===== config.mk =====
export PLATFORM = sky130hd
export DESIGN_NAME = pipeline_hazard_controller
export DESIGN_NICKNAME = d
export VERILOG_FILES = /design/src/rtl/pipeline_hazard_controller.sv
export SDC_FILE = /design/constraint.sdc
export NUM_CORES = 1
export LEC_CHECK = 0
export CORE_MARGIN = 1
export CORE_UTILIZATION = 47
export DETAILED_ROUTE_END_ITERATION = 6
export HOLD_SLACK_MARGIN = 0.1
export PLACE_DENSITY_LB_ADDON = 0.08
export SLEW_MARGIN = 0
export SYNTH_ARGS = -nofsm -noshare
export SYNTH_HDL_FRONTEND = slang
export SYNTH_SLANG_ARGS = --single-unit

===== constraint.sdc =====
create_clock -name clk -period 4.55 [get_ports clk]
set_clock_uncertainty 0.15 [all_clocks]
set_input_delay 0.91 -clock clk [delete_from_list [all_inputs] [get_ports clk]]
set_output_delay 0.91 -clock clk [all_outputs]
set_load 0.01 [all_outputs]

===== src/rtl/pipeline_hazard_controller.sv =====
// Hazard, forwarding and memory-wait sequencing for the 5-stage pipeline.
// Also keeps saturating stall-cycle and branch-flush counters.
module pipeline_hazard_controller #(
   parameter int CNT_W          = 16,
   parameter int TIMEOUT_CYCLES = 64
) (
   input  logic             clk,
   input  logic             reset,
   input  logic [4:0]       RsD,
   input  logic [4:0]       RtD,
   input  logic [4:0]       RsE,
   input  logic [4:0]       RtE,
   input  logic [4:0]       WriteRegM,
   input  logic [4:0]       WriteRegW,
   input  logic             RegWriteM,
   input  logic             RegWriteW,
   input  logic             MemtoRegE,
   input  logic             PCSrcM,
   input  logic             dmem_req,
   input  logic             dmem_ready,
   output logic             StallF,
   output logic             StallD,
   output logic             StallE,
   output logic             StallM,
   output logic             FlushD,
   output logic             FlushE,
   output logic             FlushM,
   output logic             FlushW,
   output logic [1:0]       ForwardAE,
   output logic [1:0]       ForwardBE,
   output logic             mem_fault,
   output logic [CNT_W-1:0] stall_cycles,
   output logic [CNT_W-1:0] flush_events
);

   localparam logic RUN      = 1'b0;
   localparam logic MEM_WAIT = 1'b1;

   localparam logic [7:0]       TO_LAST = 8'(TIMEOUT_CYCLES - 1);
   localparam logic [CNT_W-1:0] CNT_MAX = '1;

   logic             state_q, state_d;
   logic [7:0]       wait_cnt_q, wait_cnt_d;
   logic             mem_fault_q, mem_fault_d;
   logic [CNT_W-1:0] stall_cnt_q, stall_cnt_d;
   logic [CNT_W-1:0] flush_cnt_q, flush_cnt_d;

   logic lwstall;
   logic membusy;
   logic hold;
   logic br_flush;

   function automatic logic [1:0] fwd_sel(
      input logic [4:0] src,
      input logic       wr_m,
      input logic [4:0] dst_m,
      input logic       wr_w,
      input logic [4:0] dst_w
   );
      logic [1:0] sel;
      sel = 2'b00;
      if (wr_m && dst_m != 5'd0 && dst_m == src) begin
         sel = 2'b10;
      end else if (wr_w && dst_w != 5'd0 && dst_w == src) begin
         sel = 2'b01;
      end
      return sel;
   endfunction

   assign lwstall = MemtoRegE && RtE != 5'd0 && (RtE == RsD || RtE == RtD);
   assign membusy = dmem_req && !dmem_ready;

   always_comb begin
      state_d     = state_q;
      wait_cnt_d  = wait_cnt_q;
      mem_fault_d = mem_fault_q;
      hold        = 1'b0;
      unique case (state_q)
         RUN: begin
            if (membusy) begin
               hold       = 1'b1;
               state_d    = MEM_WAIT;
               wait_cnt_d = 8'd1;
            end
         end
         MEM_WAIT: begin
            if (!membusy) begin
               state_d    = RUN;
               wait_cnt_d = 8'd0;
            end else if (wait_cnt_q >= TO_LAST) begin
               // Give up on the access; read data is garbage from here.
               mem_fault_d = 1'b1;
               state_d     = RUN;
               wait_cnt_d  = 8'd0;
            end else begin
               hold       = 1'b1;
               wait_cnt_d = wait_cnt_q + 8'd1;
            end
         end
         default: begin
            state_d    = RUN;
            wait_cnt_d = 8'd0;
         end
      endcase
   end

   always_comb begin
      StallF   = 1'b0;
      StallD   = 1'b0;
      StallE   = 1'b0;
      StallM   = 1'b0;
      FlushD   = 1'b0;
      FlushE   = 1'b0;
      FlushM   = 1'b0;
      FlushW   = 1'b0;
      br_flush = 1'b0;
      if (reset) begin
         FlushD = 1'b1;
         FlushE = 1'b1;
         FlushM = 1'b1;
         FlushW = 1'b1;
      end else if (hold) begin
         StallF = 1'b1;
         StallD = 1'b1;
         StallE = 1'b1;
         StallM = 1'b1;
         FlushW = 1'b1;
      end else if (PCSrcM) begin
         // Branch wins over load-use: the dependent op is squashed anyway.
         FlushD   = 1'b1;
         FlushE   = 1'b1;
         FlushM   = 1'b1;
         br_flush = 1'b1;
      end else if (lwstall) begin
         StallF = 1'b1;
         StallD = 1'b1;
         FlushE = 1'b1;
      end
   end

   always_comb begin
      stall_cnt_d = stall_cnt_q;
      flush_cnt_d = flush_cnt_q;
      if (StallF && stall_cnt_q != CNT_MAX) begin
         stall_cnt_d = stall_cnt_q + 1'b1;
      end
      if (br_flush && flush_cnt_q != CNT_MAX) begin
         flush_cnt_d = flush_cnt_q + 1'b1;
      end
   end

   always_ff @(posedge clk or posedge reset) begin
      if (reset) begin
         state_q     <= RUN;
         wait_cnt_q  <= 8'd0;
         mem_fault_q <= 1'b0;
         stall_cnt_q <= '0;
         flush_cnt_q <= '0;
      end else begin
         state_q     <= state_d;
         wait_cnt_q  <= wait_cnt_d;
         mem_fault_q <= mem_fault_d;
         stall_cnt_q <= stall_cnt_d;
         flush_cnt_q <= flush_cnt_d;
      end
   end

   assign ForwardAE = reset ? 2'b00 :
      fwd_sel(RsE, RegWriteM, WriteRegM, RegWriteW, WriteRegW);
   assign ForwardBE = reset ? 2'b00 :
      fwd_sel(RtE, RegWriteM, WriteRegM, RegWriteW, WriteRegW);

   assign mem_fault    = mem_fault_q;
   assign stall_cycles = stall_cnt_q;
   assign flush_events = flush_cnt_q;

endmodule


After elaboration in Yosys (flattened, before gate mapping)
Cells that the tools add are included.

Bits in registers: 42. Bits of input ports: 38. Output and inout port bits: 45. Word-level logic and storage cells: 64.

$add $sub $neg: 3. $lt $le $gt $ge: 1. Equality and inequality tests: 9. Muxes and demuxes: 28. Bitwise logic cells: 1. Reductions and logical operators: 17.

Operators by type and width (count): $add A16 B1 Y16 const B (2); $ne A16 B16 Y1 const B (2); $eq A5 B5 Y1 (6); $mux W8 (3); $mux W1 (19); $pmux W8 S2 (1); $reduce_bool A5 Y1 (3); $logic_and A1 B1 Y1 (11); $add A8 B1 Y8 const B (1); $ge A8 B6 Y1 const B (1); $mux W2 (4); $reduce_and A3 Y1 (1); $ne A2 B2 Y1 const B (1); $pmux W1 S2 (1); $logic_not A1 Y1 (1); $logic_or A1 B1 Y1 (1); $not A1 Y1 (1).

Logic depth before layout (Yosys ltp)
Word-level depth: 8. Depth in mapped cells: 8. Mapped depth without buffers: 7.

Worst setup path after synthesis
No wires, ideal clock.

Path kind: input to output. Start: input reset. End: output ForwardAE[0]. Arrival time: 2977 ps. Data required time: 3490 ps. Slack: 513 ps. Stages on the path: 4. Path buffers: 0. Cells stage by stage: inv_1 -> o211ai_1 -> or4_1 -> nor4_1.

Longest elaborated chain between the ends: 1.

RTL lines: start: declaration (RTL line 8) `input logic reset,`; $mux W2 (RTL line 168) `assign ForwardAE = reset ? 2'b00 :`; end: declaration (RTL line 29) `output logic [1:0] ForwardAE,`.

No other way between the ends.

Final worst setup path
Start: input WriteRegM[1]. End: output ForwardBE[0].

Longest elaborated chain between the ends: 5. Elaborated cells between the ends (all ways): 6. Those cells by class: eq/ne: 1; mux: 2; reduce/logical: 3.

RTL lines: start: declaration (RTL line 13) `input logic [4:0] WriteRegM,`; $reduce_bool A5 Y1 (RTL line 62) `if (wr_m && dst_m != 5'd0 && dst_m == src) begin`; $logic_and A1 B1 Y1 (RTL line 62); $logic_and A1 B1 Y1 (*) (RTL line 62); $mux W2 (*) (RTL line 62); $mux W2 (*) (RTL line 170) `assign ForwardBE = reset ? 2'b00 :`; end: declaration (RTL line 30) `output logic [1:0] ForwardBE,`.

Mark *: on every way between the ends. The rest lies on a longest branch, timed or not.

==> report_table.html <==
<table>
<tr><th>Metric</th><th>Value</th></tr>
<tr><th colspan="2">Outcome</th></tr>
<tr><td>Result of the run</td><td>completed</td></tr>
<tr><th colspan="2">Floorplan</th></tr>
<tr><td>Initial Util</td><td>49.3%</td></tr>
<tr><td>Height of the die</td><td>between 70 and 80 um</td></tr>
<tr><td># rows</td><td>27</td></tr>
<tr><td>DIE AREA</td><td>slightly above 0.006 mm^2</td></tr>
<tr><td>Ports</td><td>83</td></tr>
<tr><td>Horiz. Die Dim</td><td>78.2 um</td></tr>
<tr><td>Placeable core region</td><td>approximately 0.0055 mm^2</td></tr>
<tr><th colspan="2">Cells and area</th></tr>
<tr><td>Most common cell after layout, fill and taps aside</td><td>sky130_fd_sc_hd__clkdlybuf4s50_1</td></tr>
<tr><td>Area added between synthesis and finish</td><td>37.4%</td></tr>
<tr><td>Diodes inserted</td><td>0</td></tr>
<tr><td>Final-stage net count</td><td>about 420</td></tr>
<tr><td>Fraction of layout instances using a drive strength above 1</td><td>~8.0%</td></tr>
<tr><td>Most used cells in the layout excluding fill and tap cells</td><td>sky130_fd_sc_hd__clkdlybuf4s50_1, sky130_fd_sc_hd__xnor2_1, sky130_fd_sc_hd__dfrtp_1, sky130_fd_sc_hd__nor2_1</td></tr>
<tr><th colspan="2">Setup path</th></tr>
<tr><td>Number of cells on the worst reg-to-reg path</td><td>8</td></tr>
<tr><td>Worst endpoint required time</td><td>between 3000 and 4000 ps</td></tr>
<tr><td>Critical path endpoint category</td><td>output port</td></tr>
<tr><td>CP max stage cell</td><td>sky130_fd_sc_hd__clkdlybuf4s50_1</td></tr>
<tr><td>Worst-path maximum fanout</td><td>4</td></tr>
<tr><td>Launching element type of the critical path</td><td>input pin</td></tr>
<tr><td>Critical Path Max Stage Delay</td><td>about 600 ps</td></tr>
<tr><td>Cell Chain, Critical Path</td><td>clkdlybuf4s50_1 -&gt; or4_1 -&gt; o21ai_0 -&gt; nor3_1 -&gt; nor4_1 -&gt; clkdlybuf4s50_1</td></tr>
<tr><td>Worst EP arrival</td><td>between 3000 and 4000 ps</td></tr>
<tr><td>Type of the worst setup path</td><td>in -&gt; out</td></tr>
<tr><td>Worst flop-to-flop path endpoint</td><td>flush_events[4]</td></tr>
<tr><td>R2R Setup Slk</td><td>around 1800 ps</td></tr>
<tr><td>Critical path's most frequent cell</td><td>sky130_fd_sc_hd__clkdlybuf4s50_1</td></tr>
<tr><td>Critical R2R Launch</td><td>wait_cnt_q[0]</td></tr>
<tr><th colspan="2">Timing</th></tr>
<tr><td>TNS Setup</td><td>0 ps</td></tr>
<tr><td>Worst slew margin relative to its limit</td><td>between 40 and 50%</td></tr>
<tr><td>Part of the cycle the worst path needs</td><td>approximately 96%</td></tr>
<tr><td>Upper clock frequency limit</td><td>approximately 230 MHz</td></tr>
<tr><td>Setup Viol. Count Final</td><td>0</td></tr>
<tr><td>Max-slew violation count</td><td>0</td></tr>
<tr><td>Total count of hold-check failures in the final report</td><td>0</td></tr>
<tr><td>Clock period minus final worst setup slack</td><td>4370 ps</td></tr>
<tr><td>Unrepaired setup endpoints after global routing</td><td>no</td></tr>
<tr><td>Transition at the pin with the smallest max-transition slack</td><td>826 ps</td></tr>
<tr><th colspan="2">Synth</th></tr>
<tr><td>Average size of a mapped cell</td><td>9.25 um^2</td></tr>
<tr><td>Total number of yosys warnings</td><td>0</td></tr>
<tr><td>Cell count after synthesis</td><td>295</td></tr>
<tr><td>Post-synthesis instance area</td><td>0.00273 mm^2</td></tr>
<tr><td>Count of unique library cells instantiated by Yosys</td><td>44</td></tr>
<tr><td>Seq cells post-synth</td><td>42</td></tr>
<tr><td>EDFF count, synth</td><td>0</td></tr>
<tr><td>Cell accounting for the most synthesized area</td><td>sky130_fd_sc_hd__dfrtp_1</td></tr>
<tr><td>Leading cell types by total area after synthesis</td><td>sky130_fd_sc_hd__dfrtp_1, sky130_fd_sc_hd__xnor2_1, sky130_fd_sc_hd__xor2_1</td></tr>
<tr><td>Ys flop type</td><td>sky130_fd_sc_hd__dfrtp_1</td></tr>
<tr><td>Share of flip-flops with an asynchronous set or reset</td><td>between 90% and 100%</td></tr>
<tr><td>Number of nets in the synthesized netlist</td><td>336</td></tr>
<tr><td>Register area share after synthesis</td><td>38.5%</td></tr>
<tr><td>Yosys top cell area share</td><td>approximately 39%</td></tr>
<tr><th colspan="2">Power and ir drop</th></tr>
<tr><td>Net switching power figure</td><td>around 0.35 mW</td></tr>
<tr><td>Overall power of the completed layout</td><td>between 1 and 1.5 mW</td></tr>
<tr><td>Cell-internal power</td><td>0.826 mW</td></tr>
<tr><td>Switching power as a share of total power</td><td>29.7%</td></tr>
<tr><td>Worst vdd ir</td><td>~0.24 mV</td></tr>
<tr><td>Proportion of power drawn by combinational gates</td><td>27.0%</td></tr>
<tr><td>Clock share of power</td><td>30.6%</td></tr>
<tr><td>Leakage dissipation</td><td>between 1 and 1.5 nW</td></tr>
<tr><td>Power per unit of standard cell area</td><td>313 mW/mm^2</td></tr>
<tr><td>Flop pwr share</td><td>42.4%</td></tr>
<tr><th colspan="2">GRT</th></tr>
<tr><td>Wire length of the first global-routing pass</td><td>11200 um</td></tr>
<tr><td>Via count of the first global-routing pass</td><td>between 2k and 2.5k</td></tr>
<tr><td>GRT Residual Overflow</td><td>0</td></tr>
<tr><td>Antenna violations before repair</td><td>0</td></tr>
<tr><td>Largest net degree at the start of global routing</td><td>47</td></tr>
<tr><td>Global-route total usage across every layer</td><td>22.6%</td></tr>
<tr><th colspan="2">Clock network</th></tr>
<tr><td>Number of sinks driven by the clock tree</td><td>42</td></tr>
<tr><td>Total of hold buffers inserted after clock tree synthesis</td><td>0</td></tr>
<tr><td>Number of clock buffers inserted by TritonCTS</td><td>5</td></tr>
<tr><td>H-tree depth</td><td>2</td></tr>
<tr><td>TritonCTS clock tree</td><td>done</td></tr>
<tr><td>Source-to-sink clock delay at the later pin of the worst-skew pair</td><td>300 ps</td></tr>
<tr><td>Post-CTS Setup Inserts</td><td>0</td></tr>
<tr><td>Quantity of gates resized following cts</td><td>0</td></tr>
<tr><td>Clock slew at reported path FFs</td><td>90 ps</td></tr>
<tr><td>CTS Root Cell</td><td>sky130_fd_sc_hd__clkbuf_8</td></tr>
<tr><td>Maximum clock insertion buffer count</td><td>2</td></tr>
<tr><th colspan="2">Route</th></tr>
<tr><td>Detailed-route vias per instance</td><td>about 5.6</td></tr>
<tr><td>Detailed-route via count</td><td>roughly 2.5k</td></tr>
<tr><td>Total iterations of the first detailed-routing run</td><td>4</td></tr>
<tr><td>Detailed Route Iter0 Violations</td><td>about 150</td></tr>
<tr><td>Residual DRC</td><td>0</td></tr>
<tr><td>Routed len/inst</td><td>around 14 um</td></tr>
<tr><td>Routed Wire Length</td><td>between 6000 and 7000 um</td></tr>
<tr><td>Remaining antenna violation count</td><td>0</td></tr>
<tr><th colspan="2">Hold path</th></tr>
<tr><td>Hold endpoint</td><td>mem_fault</td></tr>
<tr><td>Hold path cells</td><td>1</td></tr>
<tr><td>Tightest Hold Check Type</td><td>reg -&gt; reg</td></tr>
<tr><td>Startpoint of the lowest-slack hold path</td><td>mem_fault</td></tr>
<tr><th colspan="2">Placement</th></tr>
<tr><td>Gp weighted congestion</td><td>between 0.8 and 0.9</td></tr>
<tr><td>Detailed placer's ending HPWL</td><td>between 4000 and 5000 um</td></tr>
<tr><td>PortBufs</td><td>between 80 and 90</td></tr>
<tr><th colspan="2">Flow run</th></tr>
<tr><td>Max-capacitance violation count</td><td>0</td></tr>
</table>
## worst max-delay path, delay by kind of cell
kind / cells / cell delay, ps
buffers and inverters: 2 / 1070
AND/OR/NAND/NOR: 3 / 990
AO/OA/AOI/OAI: 1 / 350
## power by group through the flow
stage / Sequential [mW] / Clock [mW] / Combinational (mW)
finish: 0.498 / 0.359 / 0.317
global route: 0.507 / 0.381 / 0.347
CTS: 0.498 / 0.367 / 0.322
detailed placement: 0.503 / 0 / 0.320
global placement: 0.504 / 0 / 0.315
floorplan: 0.513 / 0 / 0.133
## logic make-up (layout without fill, tap and decap cells)
kind of cell	Yosys count	count (layout)	share of synthesized area (%)
multiplexers	4	4	1.56
AND/OR/NAND/NOR	127	127	26.5
flip-flops	42	42	38.5
adder cells (fa/ha/maj)	3	3	1.38
buffers and inverters	24	105	3.94
AO/OA/AOI/OAI	37	37	9.45
XOR/XNOR	58	58	18.6
## layout make-up
class / count / area, um^2
inverters: 9 / 33.8
multi-input cells: 229 / 1570
repair buffers: 88 / 866
clock inverters: 3 / 68.8
fillers: 478 / 1790
well taps: 72 / 90.1
clock buffers: 5 / 68.8
flip-flops and latches: 42 / 1050
## cells in the mapped netlist, types with 2 or more instances
library cell / count
sky130_fd_sc_hd__xnor2_1: 43
sky130_fd_sc_hd__dfrtp_1: 42
sky130_fd_sc_hd__nor2_1: 19
sky130_fd_sc_hd__nand2_1: 18
sky130_fd_sc_hd__nor4_1: 18
sky130_fd_sc_hd__nand3_1: 17
sky130_fd_sc_hd__xor2_1: 15
sky130_fd_sc_hd__nand4_1: 14
sky130_fd_sc_hd__o21ai_0: 11
sky130_fd_sc_hd__clkbuf_1: 9
sky130_fd_sc_hd__nor3_1: 9
sky130_fd_sc_hd__a21oi_1: 7
sky130_fd_sc_hd__inv_1: 7
sky130_fd_sc_hd__a32oi_1: 6
sky130_fd_sc_hd__nor3_2: 6
sky130_fd_sc_hd__or4_1: 6
sky130_fd_sc_hd__and2_1: 4
sky130_fd_sc_hd__buf_4: 4
sky130_fd_sc_hd__and3_1: 3
sky130_fd_sc_hd__and4_1: 3
sky130_fd_sc_hd__ha_1: 3
sky130_fd_sc_hd__nor2b_1: 3
sky130_fd_sc_hd__a31oi_1: 2
sky130_fd_sc_hd__buf_2: 2
sky130_fd_sc_hd__inv_2: 2
sky130_fd_sc_hd__mux2_2: 2
sky130_fd_sc_hd__mux2i_1: 2
sky130_fd_sc_hd__o31ai_1: 2
## per-layer routing
layer	track usage, %	routed length [um]	up-vias	part of all wire [%]
met4	5.37	59	0	0.92
met5	0	0	-	0
met3	4.65	419	7	6.5
met1	30.1	2950	1171	46
li1	-	-	1227	-
met2	37.5	3000	87	47
## worst max-delay path by stage
stage                 startpoint            to  slack, ps
floorplan                  reset  ForwardAE[0]        510
global placement    WriteRegM[1]  ForwardBE[0]        220
detailed placement  WriteRegM[1]  ForwardBE[0]        200
CTS                 WriteRegM[1]  ForwardBE[0]        210
global route        WriteRegM[1]  ForwardBE[0]         20
finish              WriteRegM[1]  ForwardBE[0]        180
## flip-flops by register name, summed over array words and instances, names as in the netlist
name and flops:
flush_events 16, wait_cnt_q 8, state_q 1, mem_fault 1, stall_cycles 16
## through the flow
step / cells / worst slack (ps) / hold WS (ps) / utilization, % / instance area [um^2]
floorplan: 295 / 513 / 315 / - / 2730
global placement: 440 / 220 / 312 / 65.2 / 3610
detailed placement: 440 / 202 / 312 / 65.2 / 3610
CTS: 448 / 207 / 333 / 67.7 / 3750
global route: 448 / 18.4 / 356 / 67.7 / 3750
finish: 448 / 183 / 328 / 67.7 / 3750
No activity file was read; power rests on OpenSTA's default activity.
